$ cat config.mk
export PLATFORM = sky130hd
export DESIGN_NAME = pc_read_responder
export DESIGN_NICKNAME = d
export VERILOG_FILES = /design/src/rtl/pc_rd_pkg.sv /design/src/rtl/pc_rd_resp_fifo.sv /design/src/rtl/pc_read_responder.sv
export SDC_FILE = /design/constraint.sdc
export NUM_CORES = 1
export LEC_CHECK = 0
export BUFFER_PORTS_ARGS = -buffer_cell sky130_fd_sc_hd__clkbuf_2
export CORE_ASPECT_RATIO = 1.4
export CORE_MARGIN = 2
export CORE_UTILIZATION = 41
export CTS_BUF_LIST = sky130_fd_sc_hd__clkbuf_8
export CTS_CLUSTER_DIAMETER = 50
export DETAILED_ROUTE_END_ITERATION = 16
export GPL_TIMING_DRIVEN = 0
export HOLD_SLACK_MARGIN = 0.12
export PLACE_DENSITY = 0.75
export SLEW_MARGIN = 20
export SYNTH_ARGS = -nofsm -noshare
export SYNTH_HDL_FRONTEND = slang
export SYNTH_SLANG_ARGS = --single-unit
$ cat constraint.sdc
create_clock -name clk_i -period 4.65 [get_ports clk_i]
set_clock_uncertainty 0.05 [all_clocks]
set_input_delay 0.2325 -clock clk_i [delete_from_list [all_inputs] [get_ports clk_i]]
set_output_delay 0.2325 -clock clk_i [all_outputs]
set_load 0.005 [all_outputs]
$ cat src/rtl/pc_rd_pkg.sv
// Shared types, address decode constants and the decode helper for the p_c read responder.
package pc_rd_pkg;

   localparam int NREGS      = 4;
   localparam int PKG_DATA_W = 32;

   localparam logic [5:0] ADDR_PC3 = 6'd1;
   localparam logic [5:0] ADDR_PC2 = 6'd2;
   localparam logic [5:0] ADDR_PC1 = 6'd3;
   localparam logic [5:0] ADDR_PC0 = 6'd4;

   typedef enum logic {
      RUN   = 1'b0,
      SCRUB = 1'b1
   } state_e;

   typedef struct packed {
      logic [PKG_DATA_W-1:0] data;
      logic                  err;
   } resp_t;

   typedef struct packed {
      logic       valid;
      logic [1:0] idx;
   } dec_t;

   // Word field addr[8:3] maps to registers in descending order.
   function automatic dec_t decode_addr(input logic [5:0] word);
      dec_t d;
      d.valid = 1'b1;
      d.idx   = 2'd0;
      case (word)
         ADDR_PC3: d.idx = 2'd3;
         ADDR_PC2: d.idx = 2'd2;
         ADDR_PC1: d.idx = 2'd1;
         ADDR_PC0: d.idx = 2'd0;
         default:  d.valid = 1'b0;
      endcase
      return d;
   endfunction

endpackage

$ cat src/rtl/pc_rd_resp_fifo.sv
// Response FIFO with zero-on-pop, single-entry scrub port and a bulk pointer/count clear.
module pc_rd_resp_fifo #(
   parameter int DEPTH = 2,
   parameter int W     = 33
) (
   input  logic                       clk_i,
   input  logic                       rst_i,
   input  logic                       clear_i,
   input  logic                       push_i,
   input  logic [W-1:0]               push_data_i,
   input  logic                       pop_i,
   input  logic                       scrub_we_i,
   input  logic [$clog2(DEPTH)-1:0]   scrub_idx_i,
   output logic [W-1:0]               head_o,
   output logic [$clog2(DEPTH):0]     count_o
);

   localparam int PW    = $clog2(DEPTH);
   localparam int CNT_W = PW + 1;

   logic [W-1:0]     mem_q [DEPTH];
   logic [W-1:0]     mem_d [DEPTH];
   logic [PW-1:0]    wr_ptr_q, wr_ptr_d;
   logic [PW-1:0]    rd_ptr_q, rd_ptr_d;
   logic [CNT_W-1:0] count_q, count_d;
   logic [DEPTH-1:0] scrub_hit, pop_hit, push_hit;

   genvar gi;
   generate
      for (gi = 0; gi < DEPTH; gi++) begin : g_hit
         assign scrub_hit[gi] = scrub_we_i && (scrub_idx_i == PW'(gi));
         assign pop_hit[gi]   = pop_i && (rd_ptr_q == PW'(gi));
         assign push_hit[gi]  = push_i && (wr_ptr_q == PW'(gi));
      end
   endgenerate

   // Push and pop never target the same entry: that needs full (no push) or empty (no pop).
   always_comb begin
      for (int i = 0; i < DEPTH; i++) begin
         mem_d[i] = mem_q[i];
         if (scrub_hit[i] || pop_hit[i]) begin
            mem_d[i] = '0;
         end
         if (push_hit[i]) begin
            mem_d[i] = push_data_i;
         end
      end
   end

   always_comb begin
      wr_ptr_d = wr_ptr_q;
      rd_ptr_d = rd_ptr_q;
      count_d  = count_q;
      if (clear_i) begin
         wr_ptr_d = '0;
         rd_ptr_d = '0;
         count_d  = '0;
      end else begin
         if (push_i) wr_ptr_d = wr_ptr_q + 1'b1;
         if (pop_i)  rd_ptr_d = rd_ptr_q + 1'b1;
         count_d = count_q + CNT_W'(push_i) - CNT_W'(pop_i);
      end
   end

   always_ff @(posedge clk_i) begin
      if (rst_i) begin
         wr_ptr_q <= '0;
         rd_ptr_q <= '0;
         count_q  <= '0;
         for (int i = 0; i < DEPTH; i++) mem_q[i] <= '0;
      end else begin
         wr_ptr_q <= wr_ptr_d;
         rd_ptr_q <= rd_ptr_d;
         count_q  <= count_d;
         for (int i = 0; i < DEPTH; i++) mem_q[i] <= mem_d[i];
      end
   end

   assign head_o  = mem_q[rd_ptr_q];
   assign count_o = count_q;

endmodule

$ cat src/rtl/pc_read_responder.sv
// Read responder for the lockable p_c bank: decode, lock check, response FIFO and flush scrub FSM.
module pc_read_responder
   import pc_rd_pkg::*;
#(
   parameter int DEPTH  = 2,
   parameter int DATA_W = 32
) (
   input  logic                      clk_i,
   input  logic                      rst_i,
   input  logic                      req_i,
   output logic                      req_ready_o,
   input  logic [31:0]               addr_i,
   input  logic [3:0]                rdlk_ctrl_i,
   input  logic [NREGS*DATA_W-1:0]   p_c_i,
   input  logic                      flush_i,
   output logic                      rvalid_o,
   input  logic                      rready_i,
   output logic [DATA_W-1:0]         rdata_o,
   output logic                      rerr_o,
   output logic                      busy_o
);

   localparam int PW    = $clog2(DEPTH);
   localparam int CNT_W = PW + 1;
   localparam int W     = DATA_W + 1;

   state_e           state_q, state_d;
   logic [PW-1:0]    scrub_idx_q, scrub_idx_d;
   logic             fifo_clear, scrub_we;
   logic [W-1:0]     head, push_data;
   logic [CNT_W-1:0] count;
   logic             accept, pop, locked, run_open;
   dec_t             dec;
   logic [DATA_W-1:0] p_c [NREGS];
   logic             unused_addr;

   genvar gi;
   generate
      for (gi = 0; gi < NREGS; gi++) begin : g_pc
         assign p_c[gi] = p_c_i[gi*DATA_W +: DATA_W];
      end
   endgenerate

   assign unused_addr = ^{addr_i[31:9], addr_i[2:0]};

   assign dec       = decode_addr(addr_i[8:3]);
   assign locked    = !dec.valid || rdlk_ctrl_i[dec.idx];
   assign push_data = locked ? {{DATA_W{1'b0}}, 1'b1} : {p_c[dec.idx], 1'b0};

   assign run_open    = (state_q == RUN) && !flush_i;
   assign req_ready_o = run_open && (count < CNT_W'(DEPTH));
   assign rvalid_o    = run_open && (count != '0);
   assign accept      = req_i && req_ready_o;
   assign pop         = rvalid_o && rready_i;

   assign rdata_o = rvalid_o ? head[W-1:1] : '0;
   assign rerr_o  = rvalid_o && head[0];

   always_comb begin
      state_d     = state_q;
      scrub_idx_d = scrub_idx_q;
      fifo_clear  = 1'b0;
      scrub_we    = 1'b0;
      busy_o      = 1'b0;
      case (state_q)
         RUN: begin
            if (flush_i) begin
               state_d     = SCRUB;
               scrub_idx_d = '0;
               fifo_clear  = 1'b1;
            end
         end
         SCRUB: begin
            busy_o      = 1'b1;
            scrub_we    = 1'b1;
            scrub_idx_d = scrub_idx_q + 1'b1;
            if (scrub_idx_q == PW'(DEPTH - 1)) begin
               state_d = RUN;
            end
         end
         default: state_d = RUN;
      endcase
   end

   always_ff @(posedge clk_i) begin
      if (rst_i) begin
         state_q     <= RUN;
         scrub_idx_q <= '0;
      end else begin
         state_q     <= state_d;
         scrub_idx_q <= scrub_idx_d;
      end
   end

   pc_rd_resp_fifo #(
      .DEPTH (DEPTH),
      .W     (W)
   ) u_fifo (
      .clk_i       (clk_i),
      .rst_i       (rst_i),
      .clear_i     (fifo_clear),
      .push_i      (accept),
      .push_data_i (push_data),
      .pop_i       (pop),
      .scrub_we_i  (scrub_we),
      .scrub_idx_i (scrub_idx_q),
      .head_o      (head),
      .count_o     (count)
   );

endmodule

==> run metrics, run 1 <==
DRC viols=0; die height=127.0 µm; initial antenna violation count=0; Mapped Avg Cell Area=9.711 µm²; most frequent cells in the layout=clkbuf_2, nor2_1, edfxtp_1, a21oi_1, mux2i_1; design area=5817 µm²; worst-margin pin slew=1035 ps; area grow syn2layout=31.36%; clock root buffer=clkbuf_8; Post-CTS Resized=0; num rows=44; fraction of synthesized area in multiplexers=15.60%; EDFF count, synth=66; met3 WL post-DR=698 µm; yosys warns=0; CP Launch Type=register; Slowest-stage cell, CP=o21ai_1; Initial Util=42.33%; P_leak=2.454 nW; fill count=953; Slowest Stage Delay on Critical Path=620 ps; Final Hold Vio Count=0; ant diodes=0; Synth Area in Compound Gates=15.51%; commonest non-fill, non-tap cell in the layout=clkbuf_2; Slew headroom=30.39%; dpl cells=777; gr usage total=22.37%; Worst Setup Slack, final=1585 ps; Port-buffer cells=178; highest metal used=met4; CTS tree=built; H-Tree Depth=3; pin count of the biggest net entering global routing=21; CP Cell Sequence=o21ai_1 > clkbuf_1 > nor2_1 > ha_1 > nor2_1 > o211ai_1 > buf_4 > buf_4; sequential area share after synthesis=47.92%; cell area power density=286.6 nW/µm²; register area=2122 µm²; Post-Synth Simple-Gate Area=14.47%; xor/xnor cell area share of the yosys netlist=0.7912%; RSZ-0062 raised after global routing=false; max_cap viols=0; share of the synthesized area in the top cell type=44.76%; TritonCTS Sinks=73; Ports=205; main combinational cell family by area after synthesis=multiplexers; final worst path period need=3065 ps; overall power=1.667 mW; Final ANT Viol Nets=0; number of CTS-inserted buffers=9; Die X=91.83 µm; Arrival @ worst endpoint=3100 ps; FMAX=326.3 MHz; total grt overflow=0; vias in the first global route=4279; cell family with most CP delay=compound AO/OA/AOI/OAI gates; drt via density=5.281; HP Class=input pin to register; final critical-path share of the clock period=65.91%; nets=824; synth unique cells=36; die area=11660 µm²; share of cells above drive strength 1=36.64%; core area=10460 µm²; final-report max-slew violation count=0; Synthesized Nets=629; wl on met1=4.912 mm; crit path buf inv count=3; final setup violation count=0; critical path capture point type=register; non-filler cells, final=793; worst-skew pair later-pin latency=330 ps; area leader, netlist=edfxtp_1; Worst Path Max Fanout=10; Fin Hold WS=190.1 ps; Routability Congestion=0.8289; clock slew at reported path FFs=80 ps; leading post-synthesis cells by cell area=edfxtp_1, nor2_1, mux2_2; final setup TNS=0 ps; Pre-antenna DRT Iters=4; Worst VDD drop=0.0001656 V; DR WL met2=7.261 mm; post-synthesis instance total=456; placed cell area=5552 µm²; synthesized area=4428 µm²; Yosys reg bits=73; outcome=finished clean; Crit Path Class=register to register; Main synth FF type=edfxtp_1; area share of fa/ha/maj cells after synthesis=1.130%; Via Count=4188; Async SR Flop Fraction=0%; wire length per cell=16.55 µm; DP Worst Slack=1504 ps; Final HPWL DP=9.996 mm; Routed WL=13.12 mm; WP data required=4690 ps; clk buf depth=2; final core utilization=55.61%; combined area of the multi-input logic cells=2106 µm²; DRT iter0 DRCs=157; first-pass GRT wire length=20.40 mm
-- worst reg2reg max path, cell delays in order (launching register included) --
cell and delay [ps]:
dfxtp_1 340, o21ai_1 620, clkbuf_1 430, nor2_1 190, ha_1 230, nor2_1 110, o211ai_1 350, buf_4 320
buf_4 180
-- where the power goes --
part	leakage [nW]	internal [mW]	total, mW	switching [mW]
clock network	0.123	0.406	0.644	0.238
registers	0.760	0.755	0.768	0.0127
logic	1.57	0.123	0.255	0.132
-- layer usage --
metal  up-vias  track usage [%]
met2       152            42.91
li1       2024                -
met4         0            7.726
met3        18            3.266
met1      1994            24.85
met5         -                0
-- cell usage after synthesis (2+ instances only) --
cell	count
mux2i_1	33
a21boi_1	19
edfxtp_1	66
o22ai_1	32
nor3_1	3
nand2b_1	4
dfxtp_1	7
a21boi_0	13
clkbuf_1	25
a211oi_1	2
buf_2	6
ha_1	4
buf_1	4
nor2_1	136
nand2_1	2
o211ai_1	2
inv_1	8
xor2_1	3
a21oi_1	36
buf_6	3
or3b_1	2
mux2_2	32
-- sequential cells by signal, indices dropped and copies added, names as in the netlist, named ones only --
signal,count
u_fifo.wr_ptr_q,1
state_q,1
scrub_idx_q,1
u_fifo.count_o,2
u_fifo.rd_ptr_q,1
u_fifo.mem_q,66
-- worst paths after layout --
path | from | endpoint | slack, ps | cells past startpoint
worst max-delay path | u_fifo.count_o[1]$_SDFF_PP0_ | u_fifo.mem_q[0][15]$_SDFFCE_PN0P_ | 1590 | 8
worst min register to register | scrub_idx_q$_SDFFE_PP0P_ | scrub_idx_q$_SDFFE_PP0P_ | 440 | 2
worst max register to register | u_fifo.count_o[1]$_SDFF_PP0_ | u_fifo.mem_q[0][15]$_SDFFCE_PN0P_ | 1590 | 8
worst min-delay path | flush_i | state_q$_SDFF_PP0_ | 190 | 3
-- final cells by class --
cell class                 instances  area share, %
clock buffer                       9          2.129
sequential                        73          36.48
clock inverter                     6          2.259
inverter                           8         0.5162
tap                              138          2.968
buffer                            38          2.968
timing repair buffer             184          16.48
multi-input combinational        337          36.20
-- what timing repair did --
action	in CTS	in global routing
hold buffers	1	0
setup buffers	0	0
endpoints found under the hold margin	1	0
setup endpoints to repair	0	0
-- kinds of logic (layout without fill, tap and decap cells) --
| family | after synthesis | after routing |
|---|---|---|
| AO/OA/AOI/OAI | 109 | 109 |
| XOR/XNOR | 4 | 4 |
| adder cells (fa/ha/maj) | 4 | 4 |
| buffers and inverters | 46 | 245 |
| flip-flops | 73 | 73 |
| multiplexers | 65 | 65 |
| AND/OR/NAND/NOR | 155 | 155 |
(Power assumes the default switching activity.)
==> inputs of run 2 (changes only) <==
clock period = 3.1 ns   (was 4.65 ns; I/O delays follow)
==> run 2 against run 1 <==
Effect of this change:
- sequential share of layout area up 0.31 points
- combinational power up 53%
- die area unchanged
- largest cell class unchanged
- highest routed layer unchanged
==> run metrics, run 2 (synthesis gave the netlist of run 1 again) <==
outcome=finished clean; CP Cell Sequence=o21ai_2 > clkbuf_1 > nor2_1 > ha_1 > a211oi_1 > nand2_2 > buf_16; most frequent cells in the layout=clkbuf_2, nor2_1, edfxtp_1, a21oi_1, mux2i_1; Final HPWL DP=9.970 mm (-0.27%); ant diodes=0 (unchanged); Worst R2R Setup Slack=320 ps (-1260 ps); first-pass GRT wire length=20.53 mm (+0.61%); pin count of the biggest net entering global routing=18 (-14%); clk buf depth=2 (unchanged); R2R Path Start=u_fifo.count_o[1]$_SDFF_PP0_; WP depth=7 (-1); final setup violation count=0 (unchanged); Routed WL=13.18 mm (+0.41%); Reg with most FFs=u_fifo.mem_q; cell family with most CP delay=buffers and inverters; CTS tree=built; clock slew at reported path FFs=70 ps (about the same); wire length per cell=16.60 µm (+0.29%); Port-buffer cells=178 (unchanged); final worst path period need=2776 ps (-288.5 ps); final-report max-slew violation count=0 (unchanged); commonest non-fill, non-tap cell in the layout=clkbuf_2; core area=10460 µm² (unchanged); final core utilization=55.17% (-0.44 points); initial antenna violation count=0 (unchanged); FMAX=360.2 MHz (+10%); register area=2123 µm² (about the same); final critical-path share of the clock period=89.55% (+24 points); WP data required=3150 ps (-1540 ps); gr usage total=22.66% (+0.29 points); cell area power density=385.8 nW/µm² (+35%); Final ANT Viol Nets=0 (unchanged); nets=826 (+0.24%); P_leak=2.433 nW (-0.84%); Slowest-stage cell, CP=clkbuf_1; CP Launch Type=register; num rows=44 (unchanged); Slowest Stage Delay on Critical Path=420 ps (-200 ps); max reg flops=66 (unchanged); Ports=205 (unchanged); Worst Path Max Fanout=17 (+7); area grow syn2layout=30.32%; Fin Hold WS=232.7 ps (+42.59 ps); Arrival @ worst endpoint=2830 ps (-270 ps); reg-to-reg endpoint=u_fifo.mem_q[1][18]$_SDFFCE_PN0P_; DRT iter0 DRCs=257 (+64%); die area=11660 µm² (unchanged); total grt overflow=0 (unchanged); TritonCTS Sinks=73 (unchanged); Slew headroom=48.23% (+18 points); H-Tree Depth=3 (unchanged); overall power=2.227 mW (+34%); worst r2r path cells=7 (-1); Pre-antenna DRT Iters=6 (+2); clock root buffer=clkbuf_8; Crit Path Class=register to register; max_cap viols=0 (unchanged); die height=127.0 µm (unchanged); Final Hold Vio Count=0 (unchanged); fill count=982 (+3.0%); Routability Congestion=0.8936 (+7.8%); Initial Util=42.33% (unchanged); share of cells above drive strength 1=36.74% (+0.097 points); crit path from=u_fifo.count_o[1]$_SDFF_PP0_; worst-skew pair later-pin latency=350 ps (+20 ps); DRC viols=0 (unchanged); critical path capture point type=register; worst-margin pin slew=776.6 ps (-258.0 ps); drt via density=5.350 (+1.3%); number of CTS-inserted buffers=9 (unchanged); Worst VDD drop=0.0002028 V (+22%); HP Class=input pin to register; combined area of the multi-input logic cells=2116 µm² (+0.48%); final setup TNS=0 ps (unchanged); crit path buf inv count=2 (-1); design area=5771 µm² (-0.80%); vias in the first global route=4318 (+0.91%); Critical Path End=u_fifo.mem_q[1][18]$_SDFFCE_PN0P_; Via Count=4248 (+1.4%); postcts setup bufs=0 (unchanged); Die X=91.83 µm (unchanged); placed cell area=5563 µm² (+0.20%)
==> run 2: how the worst min path moves through the flow <==
stage	slack (ps)	cells past startpoint	to	start
detailed placement	380	2	state_q$_SDFF_PP0_	rst_i
finish	230	4	u_fifo.count_o[0]$_SDFF_PP0_	flush_i
floorplan	170	1	state_q$_SDFF_PP0_	rst_i
global placement	370	2	state_q$_SDFF_PP0_	rst_i
CTS	210	4	u_fifo.count_o[0]$_SDFF_PP0_	flush_i
global route	250	4	u_fifo.mem_q[0][26]$_SDFFCE_PN0P_	p_c_i[57]
==> run 2: metal layers <==
metal | track usage [%] | wire, µm
met1 | 25.21 | 4951
met2 | 41.52 | 7158
met3 | 3.682 | 718
met4 | 11.15 | 348
met5 | 0 | 0
==> run 2: timing repair <==
item / in CTS / in global routing
gates resized for setup: 0 / 1
hold buffers: 3 / 0
hold endpoints to repair: 2 / 0
endpoints found under the setup margin: 0 / 48
==> run 2: area by class of cell <==
cell class | count | share of cell area (%)
clock buffer | 9 | 2.147
tap | 138 | 2.992
multi-input combinational | 337 | 36.67
inverter | 8 | 0.5204
timing repair buffer | 186 | 17.02
buffer | 38 | 2.992
clock inverter | 5 | 0.8673
sequential | 73 | 36.80
==> run 2: power by group <==
part / leakage [nW] / internal, mW / total [mW] / switching (mW)
clock: 0.0898 / 0.355 / 0.683 / 0.328
combinational: 1.58 / 0.188 / 0.390 / 0.202
sequential: 0.761 / 1.13 / 1.15 / 0.0191
total: 2.43 / 1.68 / 2.23 / 0.549
==> run 2: per-stage QoR <==
step | instances | setup WS, ps
after floorplan | 456 | -4.474
after global placement | 772 | -881.9
after detailed placement | 777 | 63.84
after CTS | 794 | 28.20
after global routing | 794 | -5.901
final | 794 | 323.9
==> run 2: tightest hold or removal path: stages <==
cell,delay (ps)
clkbuf_2,110
nand2b_1,70
nand2b_1,200
nor2_1,60
